--- src/rtl/full_subtractor_from_hs.sv ---
// Registered ripple-borrow subtractor: diff/bout = a - b - bin, built from
// half-subtractor cells (two per bit plus an OR for the borrow).

module half_subtractor (
  input  logic x,
  input  logic y,
  output logic d,
  output logic bo
);
  assign d  = x ^ y;
  assign bo = ~x & y;
endmodule

module full_subtractor_from_hs #(
  parameter int WIDTH = 1
) (
  input  logic             clk,
  input  logic             rst_n,
  input  logic             in_valid,
  input  logic [WIDTH-1:0] a,
  input  logic [WIDTH-1:0] b,
  input  logic             bin,
  output logic [WIDTH-1:0] diff,
  output logic             bout,
  output logic             out_valid
);
  // borrow[i] is the borrow into bit i; borrow[WIDTH] is the final borrow-out
  logic [WIDTH:0]   borrow;
  logic [WIDTH-1:0] d1;
  logic [WIDTH-1:0] bo1;
  logic [WIDTH-1:0] bo2;
  logic [WIDTH-1:0] diff_next;
  logic             bout_next;

  assign borrow[0] = bin;

  generate
    for (genvar gi = 0; gi < WIDTH; gi++) begin : g_cell
      half_subtractor hs1 (
        .x  (a[gi]),
        .y  (b[gi]),
        .d  (d1[gi]),
        .bo (bo1[gi])
      );
      half_subtractor hs2 (
        .x  (d1[gi]),
        .y  (borrow[gi]),
        .d  (diff_next[gi]),
        .bo (bo2[gi])
      );
      assign borrow[gi+1] = bo1[gi] | bo2[gi];
    end
  endgenerate

  assign bout_next = borrow[WIDTH];

  // Result holds when no operand set is offered; only out_valid drops
  always_ff @(posedge clk or negedge rst_n) begin
    if (!rst_n) begin
      diff      <= '0;
      bout      <= 1'b0;
      out_valid <= 1'b0;
    end else begin
      out_valid <= in_valid;
      if (in_valid) begin
        diff <= diff_next;
        bout <= bout_next;
      end
    end
  end
endmodule

--- config.mk ---
export PLATFORM = sky130hd
export DESIGN_NAME = full_subtractor_from_hs
export DESIGN_NICKNAME = d
export VERILOG_FILES = /design/src/rtl/full_subtractor_from_hs.sv
export SDC_FILE = /design/constraint.sdc
export NUM_CORES = 1
export LEC_CHECK = 0
export BUFFER_PORTS_ARGS = -buffer_cell sky130_fd_sc_hd__buf_2
export CAP_MARGIN = 20
export CORE_AREA = 5 5 42 44
export CTS_BUF_LIST = sky130_fd_sc_hd__clkbuf_4 sky130_fd_sc_hd__clkbuf_8
export DETAILED_ROUTE_END_ITERATION = 6
export DIE_AREA = 0 0 47 49
export PLACE_DENSITY = 0.3
export SLEW_MARGIN = 10
export SYNTH_ARGS = -nofsm -noshare
export SYNTH_HDL_FRONTEND = slang
export SYNTH_HIERARCHICAL = 1
export SYNTH_SLANG_ARGS = --single-unit
--- constraint.sdc ---
create_clock -name clk -period 0.8 [get_ports clk]
set_input_delay 0 -clock clk [delete_from_list [all_inputs] [get_ports clk]]
set_output_delay 0 -clock clk [all_outputs]
set_load 0.02 [all_outputs]
==> results.md, run 1 <==
- Outcome: complete, but fails checks
- Failing checks: negative setup slack
- First-pass GRT wire length: 572 um
- Drt drc: 0
- Antenna cells: 0
- Placeable Area: 1400 um^2
- Critical path class: primary input to flip-flop
- Yosys Warn Count: 6
- Input/output buffers: 8
- Clock Latency Late Sink: 0.23 ns
- Count leader, synth: inv_1
- Root Driver: clkbuf_4
- Critical path arrival: 0.92 ns
- Critical path buffers and inverters: 5
- Rel. slew slack: 93.6%
- DP Wirelength: 263 um
- CP Max Fanout: 1
- Reg2reg start: diff$_DFFE_PN0P_
- Critical Path End: diff$_DFFE_PN0P_
- Power Density: 2040 nW/um^2
- # nets final: 36
- R2r setup slk: 0.05 ns
- Die H: 49 um
- RSZ-0062 raised after global routing: yes
- CTS max path bufs: 2
- Total stage count of the critical path: 8
- Routed Wire Length: 374 um
- Initial antenna violation count: 0
- Pin count of the biggest net entering global routing: 4
- P_leak: 0.000147 uW
- Placer Congestion: 0.728
- Synth-to-Final Area Change: 115%
- Synth async-reset ratio: 100%
- Share of the synthesized area in the top cell type: 52.6%
- Overall routing resource usage: 4.16%
- Actual slew at the worst max-slew pin: 0.0953 ns
- Iter 0 DRT Violations: 0
- Largest cells by area after synthesis: dfrtp_1 53%, ha_1 18%, inv_1 11%, mux2_4 11%, nor2_1 5.3%
- Worst-path cell chain: buf_8 > inv_12 > ha_4 > inv_2 > inv_2 > ha_4 > inv_2 > mux2_4
- Die width: 47 um
- Area post-placement: 228 um^2
- Tcrit/Tclk final: 101%
- 1st-pass router iterations: 1
- Post-synth top area cell: dfrtp_1
- Routed len/inst: 8.70 um
- TritonCTS clock tree: built
- Critical Path Start Type: primary input
- Cell family with most CP delay: adder cells
- Worst Hold Class: primary input to flip-flop
- CP Capture Type: flip-flop
- Clock transition at the registers of the reported paths: 0.04 ns
- Fmax: 1240 MHz
- Minimum clock period: 0.808 ns
- Final setup violation count: 1
- Req. time, crit path: 0.91 ns
- Peak VDD IR: 0.306 mV
- Synth Flop Type: dfrtp_1
- Worst r2r path cells: 1
- Slowest-stage cell, CP: ha_4
- Share of cells above drive strength 1: 70.4%
- Remaining global-route overflow: 0
- Number of buffers created by CTS: 3
- Final instance area: 307 um^2
- Crit path from: a
- Endpoints failing hold: 0
- Starting Density: 10.2%
- Cell count after synthesis: 13
- Vias in the first global route: 142
- Final worst slack: -0.00775 ns
- Non-Filler Instances: 43
- Clock skew: 0 ns
- Max_cap viols: 0
- Syn_area_per_cell: 11.0 um^2
- Detailed-route via count: 135
- Crit-path max cell delay: 0.25 ns
- Sink Count: 3
- # IOs: 9
- Number of synthesized flops with an enable pin: 0
- Seq/Total Area, Yosys: 52.6%
- Slew Viols, Final: 0
- Syn_nets: 21
- Final ANT Viol Nets: 0
- H-tree depth: 1
- Vias per cell: 3.14
- Post-synth top cells: 4 x inv_1, 3 x dfrtp_1, 2 x ha_1, 2 x nor2_1
- Row count: 14
- Yosys cell types: 6
- RR Endpoint: diff$_DFFE_PN0P_
- Flops & latches, synth: 3
- # Post-CTS Setup Buffers: 0
- Post-synthesis cell area: 143 um^2
- Crit path top cell by count: inv_2
- Die area: 2300 um^2
- Dpl cells: 37
-- worst min-delay path by stage --
| stage | startpoint | endpoint | depth (start not counted) |
|---|---|---|---|
| final | in_valid | diff$_DFFE_PN0P_ | 2 |
| after CTS | in_valid | diff$_DFFE_PN0P_ | 2 |
| after detailed placement | rst_n | bout$_DFFE_PN0P_ | 1 |
| after global placement | rst_n | out_valid$_DFF_PN0_ | 1 |
| after global routing | in_valid | diff$_DFFE_PN0P_ | 2 |
| after floorplan | rst_n | bout$_DFFE_PN0P_ | 0 |
-- flip-flops by register name (all words and copies together) (netlist names) --
register	flops
out_valid	1
bout	1
diff	1
-- report_power, final --
| group | switching [uW] | total [uW] | internal (uW) | leakage (uW) |
|---|---|---|---|---|
| clock | 76.0 | 297 | 221 | 0.0000184 |
| sequential | 8.33 | 180 | 171 | 0.0000347 |
| combinational | 72.2 | 148 | 75.5 | 0.0000942 |
| total | 157 | 624 | 467 | 0.000147 |
-- what timing repair did --
item / 4_1_cts / 5_1_grt
endpoints found under the hold margin: 5 / 0
hold buffers: 2 / 0
resized for setup: 5 / 1
pin swaps: 2 / 1
setup endpoints to repair: 1 / 1
gates cloned: 0 / 0
-- kinds of logic after synthesis --
kind of cell    Yosys count  share of synthesized area, %
compound gates            1                          3.51
fa+ha+maj                 2                          17.5
buf+inv                   4                          10.5
flops                     3                          52.6
mux                       1                          10.5
simple gates              2                          5.27
-- cells in the final DEF, fill, tap and decap left out --
cell type / netlist / routed
buf_2: 0 / 6
ha_4: 0 / 2
dlygate4sd3_1: 0 / 2
buf_6: 0 / 1
a21oi_1: 1 / 1
dfrtp_1: 3 / 3
inv_2: 0 / 3
clkbuf_4: 0 / 4
mux2_4: 1 / 1
nor2_1: 2 / 2
inv_12: 0 / 1
buf_8: 0 / 1
-- metal layers --
metal	part of all wire, %	track usage, %	vias up	wire, um
li1	-	-	68	-
met1	38	4.19	58	141
met2	43	4.30	9	159
met3	20	2.21	0	73
met4	0	6.91	0	0
met5	0	0	-	0
-- per-stage QoR --
| step | setup TNS (ns) | worst slack (ns) | hold WS, ns | power (uW) | utilization [%] |
|---|---|---|---|---|---|
| after floorplan | -0.139 | -0.139 | -0.296 | 253 | - |
| after global placement | -0.524 | -0.356 | -0.205 | 301 | 16.3 |
| after detailed placement | -0.528 | -0.350 | -0.202 | 301 | 16.3 |
| after CTS | 0 | 0.00331 | 0.0503 | 640 | 21.9 |
| after global routing | -0.0259 | -0.0259 | 0.0674 | 663 | 21.9 |
| final | -0.00775 | -0.00775 | 0.0603 | 624 | 21.9 |
-- cell type report --
class                           count  area, um^2
Sequential cell                     3        75.1
Fill cell                         163        1090
Tap cell                           16        20.0
Timing Repair Buffer               10        76.3
Inverter                            4        27.5
Clock buffer                        4        30.0
Multi-Input combinational cell      6        77.6
Note: power is estimated with default switching activity, not from simulation.
==> inputs of run 2 (changes only) <==
Settings changed: ABC_AREA set to 1.
==> results.md, run 2 <==
- Critical Path Start Type: flip-flop
- CTS max path bufs: 2
- Post-CTS sizing: 0
- Cell count after synthesis: 16
- Placer Congestion: 0.571
- Worst Hold Class: primary input to asynchronous set/reset pin
- Minimum clock period: 0.754 ns
- Vias in the first global route: 181
- Routed Wire Length: 328 um
- Tot Pwr: 571 uW
- Power Density: 2130 nW/um^2
- # Post-CTS Setup Buffers: 0
- Number of synthesized flops with an enable pin: 0
- Sink Count: 3
- Iter 0 DRT Violations: 0
- Critical path arrival: 0.75 ns
- Vias per cell: 3.09
- Non-Filler Instances: 46
- Post-synth top cells: 5 x inv_1, 5 x nand2_1, 3 x dfrtp_1
- Drt drc: 0
- Yosys Warn Count: 6
- Detailed-route via count: 142
- Outcome: completed
- First-pass GRT wire length: 586 um
- Synth-to-Final Area Change: 87.7%
- Clock skew: 0 ns
- Cell family with most CP delay: flip-flops
- Crit-path max cell delay: 0.36 ns
- Largest cells by area after synthesis: dfrtp_1 53%, ha_1 18%, inv_1 13%, nand2_1 13%, o21ai_1 3.5%
- Worst-path cell chain: buf_2
- Top flop regs: bout: 1 flops, diff: 1 flops, out_valid: 1 flops
- Actual slew at the worst max-slew pin: 0.111 ns
- Reg area: 75.1 um^2
- Root Driver: clkbuf_4
- CP Capture Type: primary output
- TritonCTS clock tree: built
- Hold slack: 0.0940 ns
- Pin count of the biggest net entering global routing: 5
- Post-synthesis cell area: 143 um^2
- Most frequent cells in the layout: 8 x buf_2, 5 x nand2_1, 4 x inv_1, 4 x clkbuf_4, 3 x dfrtp_1
- Post-place setup slack: -0.144 ns
- Final setup violation count: 0
- Placeable Area: 1400 um^2
- P_leak: 0.000153 uW
- Critical path class: flip-flop to primary output
- # nets final: 39
- Dpl cells: 40
- Peak VDD IR: 0.328 mV
- Endpoints failing hold: 0
- Req. time, crit path: 0.80 ns
- Rel. slew slack: 92.5%
- Critical path buffers and inverters: 1
- Final worst slack: 0.0463 ns
- Post-synth top area cell: dfrtp_1
- Seq/Total Area, Yosys: 52.6%
- TNS Setup: 0 ns
- Number of buffers created by CTS: 3
- Antenna cells: 0
- Area of the multi-input gates: 61.3 um^2
- Row count: 14
- Initial antenna violation count: 0
- Share of cells above drive strength 1: 46.7%
- Die H: 49 um
- Clock Latency Late Sink: 0.23 ns
- Tcrit/Tclk final: 94.2%
- Remaining global-route overflow: 0
- CP Max Fanout: 2
- Slowest-stage cell, CP: dfrtp_1
- Final ANT Viol Nets: 0
- Max_cap viols: 0
- Reg2reg start: bout$_DFFE_PN0P_
- Most common cell after layout, fill and taps aside: buf_2
- Share of the synthesized area in the top cell type: 52.6%
- Crit path from: diff$_DFFE_PN0P_
- Fmax: 1330 MHz
- Die width: 47 um
- Input/output buffers: 8
- Slew Viols, Final: 0
- H-tree depth: 1
- # IOs: 9
- Synth Flop Type: dfrtp_1
- Clock transition at the registers of the reported paths: 0.04 ns
- Fill cells: 173
- Yosys cell types: 5
- Overall routing resource usage: 3.95%
- RSZ-0062 raised after global routing: no
- 1st-pass router iterations: 1
- Die area: 2300 um^2
- Starting Density: 10.2%
- Syn_area_per_cell: 8.91 um^2
- Flops & latches, synth: 3
- Routed len/inst: 7.13 um
- Syn_nets: 24
- Synth async-reset ratio: 100%
## run 2: through the flow
step	utilization (%)	instance area [um^2]
CTS	19.1	268
global placement	15.5	218
detailed placement	15.5	218
global route	19.1	268
finish	19.1	268
floorplan	-	158
## run 2: power breakdown
group          internal [uW]  switching (uW)  total, uW
registers                169            6.68        176
clock network            220            73.8        294
logic                   43.5            57.4        101
total                    433             138        571
## run 2: logic make-up after synthesis
family                   synth area share [%]
adder cells (fa/ha/maj)                  17.5
flip-flops                               52.6
AO/OA/AOI/OAI                            3.51
buffers and inverters                    13.2
AND/OR/NAND/NOR                          13.2
## run 2: path summary, 6_finish.rpt
check | to | slack, ns | depth (start not counted)
max | diff | 0.05 | 1
max in group asynchronous | out_valid$_DFF_PN0_ | 0.60 | 2
min reg2reg | diff$_DFFE_PN0P_ | 0.47 | 2
min in group clk | bout$_DFFE_PN0P_ | 0.11 | 4
min | diff$_DFFE_PN0P_ | 0.09 | 2
max reg2reg | bout$_DFFE_PN0P_ | 0.21 | 2
## run 2: layout make-up
cell class | instances | share of cell area [%]
well taps | 16 | 7.48
multi-input cells | 8 | 22.9
inverters | 5 | 7.94
flip-flops and latches | 3 | 28.0
clock buffers | 4 | 11.2
repair buffers | 10 | 22.4
## run 2: what timing repair did
item / 4_1_cts / 5_1_grt
endpoints found under the hold margin: 4 / 0
setup endpoints to repair: 0 / 0
hold buffers: 2 / 0
## run 2: layer usage
layer | track usage, % | vias up | wire length [um]
met1 | 3.54 | 60 | 130
met3 | 0.369 | 0 | 51
met4 | 8.29 | 0 | 0
met5 | 0 | - | 0
met2 | 4.75 | 8 | 146
li1 | - | 74 | -
==> inputs of run 3 (changes only) <==
Clock period 0.8 ns to 0.95 ns, I/O delays scaled along.
==> results.md, run 3 (synthesis gave the netlist of run 2 again) <==
- Outcome: completed
- Placeable Area: 1400 um^2
- Max_cap viols: 0
- Root Driver: clkbuf_4
- GR Layer Usage met1: 3.10%
- Actual slew at the worst max-slew pin: 0.114 ns
- Met2 Use GR: 3.39%
- Slowest-stage cell, CP: dfrtp_1
- Starting Density: 10.2%
- Critical path arrival: 0.76 ns
- Detailed-route via count: 143
- # IOs: 9
- Peak VDD IR: 0.254 mV
- Worst-path cell chain: buf_2
- Final ANT Viol Nets: 0
- Area post-placement: 203 um^2
- Antenna cells: 0
- Sink Count: 3
- Placer Congestion: 0.635
- Worst r2r path cells: 2
- CP Max Fanout: 2
- Vias in the first global route: 138
- DP Wirelength: 266 um
- Row count: 14
- Initial antenna violation count: 0
- TritonCTS clock tree: built
- Clock skew: 0 ns
- Tot Pwr: 478 uW
- Critical path class: flip-flop to primary output
- Iter 0 DRT Violations: 2
- Minimum clock period: 0.760 ns
- Slew Viols, Final: 0
- Tcrit/Tclk final: 80.0%
- H-tree depth: 1
- Remaining global-route overflow: 0
- Drt drc: 0
- Most used routing layer: met3
- Pin count of the biggest net entering global routing: 5
- Fill cells: 171
- Routed len/inst: 7.37 um
- # nets final: 39
- Req. time, crit path: 0.95 ns
- Critical Path Start Type: flip-flop
- Routed Wire Length: 339 um
- Power Density: 1890 nW/um^2
- Clock transition at the registers of the reported paths: 0.04 ns
- Synth-to-Final Area Change: 77.2%
- P_leak: 0.000154 uW
- Die H: 49 um
- Reg area: 75.1 um^2
- Crit-path max cell delay: 0.37 ns
- Most frequent cells in the layout: 8 x buf_2, 5 x inv_1, 5 x nand2_1
- Input/output buffers: 8
- First-pass GRT wire length: 517 um
- Worst Hold Class: primary input to asynchronous set/reset pin
- CP Capture Type: primary output
- Number of buffers created by CTS: 3
- Final instance area: 253 um^2
- Die area: 2300 um^2
- Total stage count of the critical path: 1
- Cell family with most CP delay: flip-flops
- Endpoints failing hold: 0
- Rel. slew slack: 92.3%
- Area of the multi-input gates: 48.8 um^2
- Vias per cell: 3.11
- Top flop regs: bout: 1 flops, diff: 1 flops, out_valid: 1 flops
- Fmax: 1320 MHz
- Die width: 47 um
- Most common cell after layout, fill and taps aside: buf_2
- Post-CTS sizing: 0
- RSZ-0062 raised after global routing: no
- Clock Latency Late Sink: 0.23 ns
- Overall routing resource usage: 3.95%
- CTS max path bufs: 2
- Met3 Use GR: 5.54%
- 1st-pass router iterations: 4
- Critical path buffers and inverters: 1
- Share of cells above drive strength 1: 40.0%
- Final setup violation count: 0
-- run 3: what timing repair did --
action | 4_1_cts | 5_1_grt
hold buffers | 2 | 0
setup buffers | 0 | 0
hold endpoints to repair | 4 | 0
-- run 3: power breakdown --
group | switching, uW | total (uW) | leakage (uW) | internal [uW]
sequential | 6.41 | 149 | 0.0000362 | 142
combinational | 45.4 | 79.6 | 0.0000992 | 34.2
clock | 64.3 | 250 | 0.0000184 | 186
-- run 3: routing by layer --
metal  wire length (um)  share of wire, %  vias to the layer above
met5                  0                 0                        -
met4                 12               3.5                        0
met3                102                30                        2
met2                 97                29                       13
met1                127                37                       54
li1                   -                 -                       74
-- run 3: cell type report --
type                       count  share of cell area, %
clock buffer                   4                   11.9
inverter                       5                   7.43
multi-input combinational      8                   19.3
sequential                     3                   29.7
tap                           16                   7.92
timing repair buffer          10                   23.8
-- run 3: path summary, 6_finish.rpt --
| path | startpoint | endpoint | slack, ns |
|---|---|---|---|
| worst max-delay path | bout$_DFFE_PN0P_ | bout | 0.19 |
| worst min-delay path | rst_n | out_valid$_DFF_PN0_ | 0.1 |
| worst max register to register | bout$_DFFE_PN0P_ | bout$_DFFE_PN0P_ | 0.35 |
| worst min register to register | diff$_DFFE_PN0P_ | diff$_DFFE_PN0P_ | 0.48 |
| max in group asynchronous | rst_n | bout$_DFFE_PN0P_ | 0.75 |
| min in group clk | b | bout$_DFFE_PN0P_ | 0.13 |
-- run 3: metrics by stage --
stage | instances | setup TNS [ns] | hold WS (ns) | utilization, % | setup slack, ns
final | 46 | 0 | 0.0989 | 18.0 | 0.190
after global routing | 46 | 0 | 0.110 | 18.0 | 0.157
after CTS | 46 | 0 | 0.0967 | 18.0 | 0.174
after detailed placement | 40 | -0.0166 | -0.205 | 14.5 | -0.0166
after global placement | 40 | 0 | -0.206 | 14.5 | 0.000622
after floorplan | 16 | 0 | -0.296 | - | 0.118
